==> src/rtl/uart_rx_word.sv <==
// uart_rx_word
//   Oversampling UART receiver that collects four bytes (LSB byte first)
//   into a 32-bit word and presents the word only after all four bytes are received.
//   Each byte arrives as 8N1. When UART_RX_PARITY_EN is defined, each byte
//   arrives as 8E1 instead.
//
// Parameters
//   CLKS_PER_BIT  clk cycles per serial bit (even, 4..65535)
//   TIMEOUT_BITS  idle bit-times tolerated between bytes of one word
//
// Optional feature macro
//   UART_RX_PARITY_EN  adds an even-parity bit after the data bits
//
// Ports
//   clk          rising-edge clock
//   reset        synchronous active-high reset
//   Rx           asynchronous serial input, idle high
//   RxData       last complete word (bytes 0..3 -> [7:0]..[31:24])
//   RxValid      1-cycle pulse, RxData updated
//   RxFrameErr   1-cycle pulse, stop bit sampled low
//   RxParityErr  1-cycle pulse, parity mismatch (0 without parity)
//   RxBusy       high while the receiver is not idle
module uart_rx_word #(
  parameter int CLKS_PER_BIT = 16,
  parameter int TIMEOUT_BITS = 32
) (
  input  logic        clk,
  input  logic        reset,
  input  logic        Rx,
  output logic [31:0] RxData,
  output logic        RxValid,
  output logic        RxFrameErr,
  output logic        RxParityErr,
  output logic        RxBusy
);

  localparam int HALF_BIT       = CLKS_PER_BIT / 2;
  localparam int CNT_W          = $clog2(CLKS_PER_BIT);
  localparam int TIMEOUT_CYCLES = TIMEOUT_BITS * CLKS_PER_BIT;
  localparam int TO_W           = $clog2(TIMEOUT_CYCLES);

`ifdef UART_RX_PARITY_EN
  typedef enum logic [2:0] {
    IDLE, START, DATA, PARITY, STOP, WAIT_HIGH
  } state_t;
`else
  typedef enum logic [2:0] {
    IDLE, START, DATA, STOP, WAIT_HIGH
  } state_t;
`endif

  state_t            state_reg;
  logic              rx_meta_reg, rx_sync_reg, rx_prev_reg;
  logic [CNT_W-1:0]  clk_cnt_reg;
  logic [2:0]        bit_cnt_reg;
  logic [7:0]        shift_reg;
  logic [1:0]        byte_idx_reg;
  logic [23:0]       word_buf_reg;
  logic [TO_W-1:0]   idle_cnt_reg;
  logic [31:0]       data_reg;
  logic              valid_reg, frame_err_reg, parity_err_reg, busy_reg;

  wire sample_mid  = (clk_cnt_reg == CNT_W'(CLKS_PER_BIT - 1));
  wire start_edge  = rx_prev_reg & ~rx_sync_reg;

  always_ff @(posedge clk) begin
    if (reset) begin
      // Synchronizer resets to the idle level so a high line after reset
      // cannot look like a start edge.
      rx_meta_reg    <= 1'b1;
      rx_sync_reg    <= 1'b1;
      rx_prev_reg    <= 1'b1;
      state_reg      <= IDLE;
      clk_cnt_reg    <= '0;
      bit_cnt_reg    <= '0;
      shift_reg      <= '0;
      byte_idx_reg   <= '0;
      word_buf_reg   <= '0;
      idle_cnt_reg   <= '0;
      data_reg       <= '0;
      valid_reg      <= 1'b0;
      frame_err_reg  <= 1'b0;
      parity_err_reg <= 1'b0;
      busy_reg       <= 1'b0;
    end else begin
      rx_meta_reg    <= Rx;
      rx_sync_reg    <= rx_meta_reg;
      rx_prev_reg    <= rx_sync_reg;
      valid_reg      <= 1'b0;
      frame_err_reg  <= 1'b0;
      parity_err_reg <= 1'b0;

      case (state_reg)
        IDLE: begin
          // Inter-byte timeout only runs while a partial word is pending.
          if (byte_idx_reg != 2'd0) begin
            if (idle_cnt_reg == TO_W'(TIMEOUT_CYCLES - 1)) begin
              byte_idx_reg <= 2'd0;
              idle_cnt_reg <= '0;
            end else begin
              idle_cnt_reg <= idle_cnt_reg + 1'b1;
            end
          end else begin
            idle_cnt_reg <= '0;
          end
          // A start edge coinciding with timeout expiry still starts a
          // byte; it lands at index 0 because of the clear above.
          if (start_edge) begin
            state_reg    <= START;
            busy_reg     <= 1'b1;
            clk_cnt_reg  <= '0;
            bit_cnt_reg  <= '0;
            idle_cnt_reg <= '0;
          end
        end

        START: begin
          if (clk_cnt_reg == CNT_W'(HALF_BIT - 1)) begin
            clk_cnt_reg <= '0;
            if (rx_sync_reg) begin
              state_reg <= IDLE;   // glitch, silently ignored
              busy_reg  <= 1'b0;
            end else begin
              state_reg <= DATA;
            end
          end else begin
            clk_cnt_reg <= clk_cnt_reg + 1'b1;
          end
        end

        DATA: begin
          if (sample_mid) begin
            clk_cnt_reg <= '0;
            shift_reg   <= {rx_sync_reg, shift_reg[7:1]};
            bit_cnt_reg <= bit_cnt_reg + 1'b1;
            if (bit_cnt_reg == 3'd7) begin
`ifdef UART_RX_PARITY_EN
              state_reg <= PARITY;
`else
              state_reg <= STOP;
`endif
            end
          end else begin
            clk_cnt_reg <= clk_cnt_reg + 1'b1;
          end
        end

`ifdef UART_RX_PARITY_EN
        PARITY: begin
          if (sample_mid) begin
            clk_cnt_reg <= '0;
            if (rx_sync_reg != ^shift_reg) begin
              parity_err_reg <= 1'b1;
              byte_idx_reg   <= 2'd0;
              state_reg      <= WAIT_HIGH;
            end else begin
              state_reg <= STOP;
            end
          end else begin
            clk_cnt_reg <= clk_cnt_reg + 1'b1;
          end
        end
`endif

        STOP: begin
          if (sample_mid) begin
            clk_cnt_reg <= '0;
            if (rx_sync_reg) begin
              state_reg    <= IDLE;
              busy_reg     <= 1'b0;
              idle_cnt_reg <= '0;
              case (byte_idx_reg)
                2'd0: word_buf_reg[7:0]   <= shift_reg;
                2'd1: word_buf_reg[15:8]  <= shift_reg;
                2'd2: word_buf_reg[23:16] <= shift_reg;
                default: begin
                  data_reg  <= {shift_reg, word_buf_reg};
                  valid_reg <= 1'b1;
                end
              endcase
              byte_idx_reg <= byte_idx_reg + 1'b1;  // 3 wraps to 0
            end else begin
              frame_err_reg <= 1'b1;
              byte_idx_reg  <= 2'd0;
              state_reg     <= WAIT_HIGH;
            end
          end else begin
            clk_cnt_reg <= clk_cnt_reg + 1'b1;
          end
        end

        WAIT_HIGH: begin
          // Holding here during a break keeps it to a single error pulse.
          if (rx_sync_reg) begin
            state_reg <= IDLE;
            busy_reg  <= 1'b0;
          end
        end

        default: begin
          state_reg <= IDLE;
          busy_reg  <= 1'b0;
        end
      endcase
    end
  end

  assign RxData      = data_reg;
  assign RxValid     = valid_reg;
  assign RxFrameErr  = frame_err_reg;
  assign RxParityErr = parity_err_reg;
  assign RxBusy      = busy_reg;

endmodule

==> config.mk <==
export PLATFORM = sky130hd
export DESIGN_NAME = uart_rx_word
export DESIGN_NICKNAME = d
export VERILOG_FILES = /design/src/rtl/uart_rx_word.sv
export SDC_FILE = /design/constraint.sdc
export NUM_CORES = 1
export LEC_CHECK = 0
export CAP_MARGIN = 20
export CORE_ASPECT_RATIO = 0.75
export CORE_MARGIN = 2
export CORE_UTILIZATION = 50
export DETAILED_ROUTE_END_ITERATION = 10
export DONT_BUFFER_PORTS = 1
export PLACE_DENSITY = 0.76
export REMOVE_ABC_BUFFERS = 1
export SYNTH_ARGS = -nofsm -noshare
export SYNTH_HDL_FRONTEND = slang
export SYNTH_SLANG_ARGS = --single-unit
==> constraint.sdc <==
create_clock -name clk -period 3.73 [get_ports clk]
set_clock_uncertainty 0.2 [all_clocks]
set_input_delay 1.119 -clock clk [delete_from_list [all_inputs] [get_ports clk]]
set_output_delay 1.119 -clock clk [all_outputs]
set_load 0.01 [all_outputs]
* After elaboration in Yosys (flattened, before gate mapping)
Index checks and enable logic that the tools add are counted.
** Storage, ports and cells
- Flip-flop bits (word level) :: 91
- Input port bits :: 3
- Output and inout bits :: 36
** Cells by class
- Add/sub/neg operators :: 4
- Equal/unequal tests :: 19
- Mux-type cells :: 34
- Bitwise operators :: 6
- Reduce and logical (&&, ||, !) cells :: 21
** Operators by type and width (number)
- 9-bit 2-to-1 mux :: 5
- 3-bit 2-to-1 mux :: 9
- 4-bit AND reduction :: 6
- 2-bit != test (second input constant) :: 9
- 9-bit case mux with 2 select lines :: 1
- 3-bit case mux with 5 select lines :: 1
- 4-bit 2-to-1 mux :: 3
- 4-bit case mux with 3 select lines :: 1
- 2-bit 2-to-1 mux :: 5
- 9-bit by 1-bit adder with 9-bit output (second input constant) :: 1
- 9-bit == test (second input constant) :: 1
- 3-bit by 2-bit == test with 1-bit output (second input constant) :: 2
- 3-bit == test (second input constant) :: 2
- 1-bit 2-to-1 mux :: 6
- 3-bit case mux with 2 select lines :: 1
- 3-bit AND reduction :: 2
- 6-bit AND reduction :: 1
- 2-bit nonzero test :: 3
- 3-bit OR reduction :: 2
- 1-bit NOT :: 5
- 1-bit case mux with 5 select lines :: 1
- 4-bit by 1-bit adder with 4-bit output (second input constant) :: 1
- 4-bit by 3-bit == test with 1-bit output (second input constant) :: 1
- 4-bit == test (second input constant) :: 1
- 13 further kinds :: 14

* Longest topological paths before layout
- Depth after elaboration :: 5
- Depth in mapped cells :: 8
- Mapped depth without buffers :: 8

* Worst setup path before layout
Ideal clock, no wire load.
- Path type :: in2reg
- Start point :: input port reset
- End point :: register valid_reg, in the netlist RxValid
- Arrival :: 1.974 ns
- Data required time :: 3.402 ns
- Slack :: 1.428 ns
- Cell stages on the path :: 4
- Path buffers :: 3
- Path through :: clkbuf_1 clkbuf_1 clkbuf_1 nor2_1
** Between the ends
- Longest elaborated chain between the ends :: 1
** Ends and longest elaborated chain
- start: declaration :: RTL line 28 : input logic reset,
- 4-bit OR reduction (no source line)
- end signal: assignment :: RTL line 81 : valid_reg <= 1'b0;
- end signal: assignment :: RTL line 89 : valid_reg <= 1'b0;
- end signal: assignment :: RTL line 178 : valid_reg <= 1'b1;
- end: declaration :: RTL line 61 : logic valid_reg, frame_err_reg, parity_err_reg, busy_reg;
Every way passes these cells.
A chain may end at the register's enable or synchronous reset.

* Worst setup path in the final report
- Start point :: register clk_cnt_reg[0]
- End point :: register idle_cnt_reg[1]
** Between the ends
- Longest elaborated chain between the ends :: 3
** Ends and longest elaborated chain
- start: declaration :: RTL line 54 : logic [CNT_W-1:0] clk_cnt_reg;
- start signal: assignment :: RTL line 127 : clk_cnt_reg <= clk_cnt_reg + 1'b1;
- start signal: assignment :: RTL line 144 : clk_cnt_reg <= clk_cnt_reg + 1'b1;
- start signal: assignment :: RTL line 188 : clk_cnt_reg <= clk_cnt_reg + 1'b1;
- 4-bit == test :: RTL line 63 : wire sample_mid = (clk_cnt_reg == CNT_W'(CLKS_PER_BIT - 1));
- 2-bit != test (no source line)
- 3-bit AND reduction (no source line)
- end signal: assignment :: RTL line 101 : idle_cnt_reg <= idle_cnt_reg + 1'b1;
- end: declaration :: RTL line 59 : logic [TO_W-1:0] idle_cnt_reg;
Every way passes these cells.

==> metrics.txt <==
Antenna diodes 0; clk sink count 91; Overall Power around 1.7 mW; CTS Buffer Depth 2; power per standard cell area about 450 mW/mm2; Routed WL about 6.8 mm; Post-CTS Resized 0; Worst-Skew Late Latency ~350 ps; CTS H-tree lvls 3; CP Launch Type register; Syn Area/Cell 8.713 um2; first-pass GRT wire length 11.52 mm; crit path buf inv count 0; #FFs+latches synth 91; share of the synthesized area in the top cell type 0.5100; post-synthesis sequential area ratio 0.5100; vias per cell 5.281; xor and xnor area share after synthesis 0.002452; number of routed nets with antenna violations 0; Crit Path Max Fanout 17; antenna violations before repair 0; most common cell in the synthesized netlist dfxtp_1; Initial DRT Pass Iterations 4; Area Overhead vs Synth 7.215%; launching point of the worst reg2reg path clk_cnt_reg[0]$_SDFFE_PP0P_; nets 411; setup bufs post-CTS 0; CP delay by family, top compound AO/OA/AOI/OAI gates; Post-Layout Cell Count 502; worst path arrival time between 2000 and 2500 ps; RSZ-0062 raised after global routing false; GRT Overall Usage 0.1843; status complete, no violations; Worst slew margin 0.6038; CTS Root Cell clkbuf_8; Cells after Synth a little over 400; actual slew at the worst max-slew pin roughly 600 ps; Crit Path Class register to register; die width 101.6 um; Largest register FFs 32; Ys Warns 0; HPWL Detailed ~4.4 mm; die area approximately 0.0078 mm2; fmax roughly 440 MHz; IO Port Bufs 0; HP Class register to register; Iter 0 DRT Violations 158; Critical Path Source clk_cnt_reg[0]$_SDFFE_PP0P_; # rows 26; capture point of the worst reg-to-reg path idle_cnt_reg[1]$_SDFFE_PP0P_; gp weighted congestion about 0.8; Worst Hold End rx_sync_reg$_SDFF_PP1_; maximum VDD drop 0.2328 mV; global route total overflow 0; R2R setup slack approximately 1400 ps; cell area after synthesis between 0.003 and 0.004 mm2; CTS Hold Buffers Added 0; # setup viols final 0; Inst Count DP between 400 and 500; fin. max-slew vios 0; Filler Cells Inserted between 600 and 700; CTS tree built; # IOs 39; Max-Cap Viols 0; Residual DRC 0; dominant cells by area after synthesis dfxtp_1 (51%), nand2_1 (9.5%), a21oi_1 (7.8%); number of synthesized flops with an enable pin 0; Vias 2651; max incr delay on CP around 540 ps; hold path start rx_meta_reg$_SDFF_PP1_; Post-Synth Adder-Cell Area 0.03152; async set or reset register ratio after synthesis 0; core area about 0.0069 mm2; vias in the first global route approximately 2500; hold path cells 1; Slowest cell on crit path o21bai_1; CTS Buf Count 9; multiplexer share of the synthesized area 0.07320; Synth Area in Simple Gates 0.2221; Yosys cell types 41; Critical Path Sink Type register; largest net degree at the start of global routing 85; CP Cell Sequence ha_1 > and3_1 > a21oi_4 > o21bai_1 > nor2_1; minimum clock period after layout ~2300 ps; top post-synthesis cells by count dfxtp_1 (91), nand2_1 (90), a21oi_1 (56); Setup TNS 0 ps; Initial Utilization 0.5204; cell accounting for the most synthesized area dfxtp_1; Worst R2R Path Depth 5; WL/cell between 10 and 15 um; main combinational cell family by area after synthesis simple AND/OR/NAND/NOR gates; dominant synthesized flop cell dfxtp_1; share of cells above drive strength 1 0.06683; Data required, critical path 3750 ps; clk slew on worst S/H paths ~90 ps; die height 77.20 um; P_leak between 1 and 1.5 nW; complex-gate fraction of the synthesized area 0.1215; count of final hold-check violations 0; Period Utilization, post-route 0.6119
-- cells by family after synthesis --
kind of cell / count (synthesis)
buffers and inverters: 29
DFF: 91
and+or+nand+nor: 175
other: 1
xor gates and xnor gates: 1
muxes: 26
AOI/OAI and AO/OA: 78
adders and majority gates: 9
-- report_power, final --
group          switching [mW]  internal (mW)
Clock                   0.348          0.404
Sequential            0.00318          0.973
Combinational         0.00787        0.00541
-- per-stage QoR --
stage / setup WS (ps) / hold WS (ps) / utilization / area [um2]
after global placement: 1562 / 193.2 / 0.5239 / 3596
after floorplan: 1523 / 189.5 / - / 3451
after global routing: 1251 / 229.4 / 0.5580 / 3830
after CTS: 1400 / 214.5 / 0.5580 / 3830
after detailed placement: 1419 / 193.2 / 0.5239 / 3596
final: 1448 / 215.0 / 0.5580 / 3830
-- routing by layer --
layer	wire length, um	vias up	GRT usage
met5	0	-	0
met4	58	0	0.04865
met3	308	7	0.05925
met2	3078	43	0.2862
met1	3324	1234	0.2464
li1	-	1367	-
-- layout by cell type (no fill, tap or decap), types with 2 or more instances in the layout --
cell | Yosys | final
nor4_1 | 2 | 2
nor3_1 | 6 | 6
inv_1 | 4 | 4
nor2_1 | 32 | 32
nand3_2 | 3 | 3
or4_1 | 2 | 2
nand3b_1 | 2 | 2
dfxtp_1 | 91 | 91
nand3_1 | 13 | 13
nand2b_1 | 4 | 4
nand2_1 | 90 | 90
o21bai_1 | 3 | 3
o21ai_0 | 8 | 8
a21oi_1 | 56 | 56
clkbuf_8 | 0 | 10
ha_1 | 9 | 9
or3_1 | 6 | 6
o31ai_1 | 3 | 3
and3_1 | 3 | 3
nor2b_1 | 4 | 4
buf_4 | 1 | 3
or2_2 | 3 | 3
bufinv_16 | 0 | 2
mux2i_1 | 25 | 25
-- worst max-delay path by stage --
stage / end / slack [ps] / cells after the start
after global routing: idle_cnt_reg[1]$_SDFFE_PP0P_ / 1250 / 5
after CTS: idle_cnt_reg[1]$_SDFFE_PP0P_ / 1400 / 5
final: idle_cnt_reg[1]$_SDFFE_PP0P_ / 1450 / 5
after detailed placement: idle_cnt_reg[1]$_SDFFE_PP0P_ / 1420 / 5
after global placement: idle_cnt_reg[1]$_SDFFE_PP0P_ / 1560 / 5
after floorplan: RxData[0]$_SDFFE_PP0P_ / 1520 / 5
-- area by class of cell --
type                            instances  area [um2]  area share
Inverter                                4       15.01    0.003920
Tap cell                               98       122.6     0.03202
Sequential cell                        91        1822      0.4757
Timing Repair Buffer                    3       22.52    0.005880
Multi-Input combinational cell        290        1614      0.4214
Clock inverter                          6       96.34     0.02516
Clock buffer                           10       137.6     0.03594
Power figures use the tool's default switching activity.
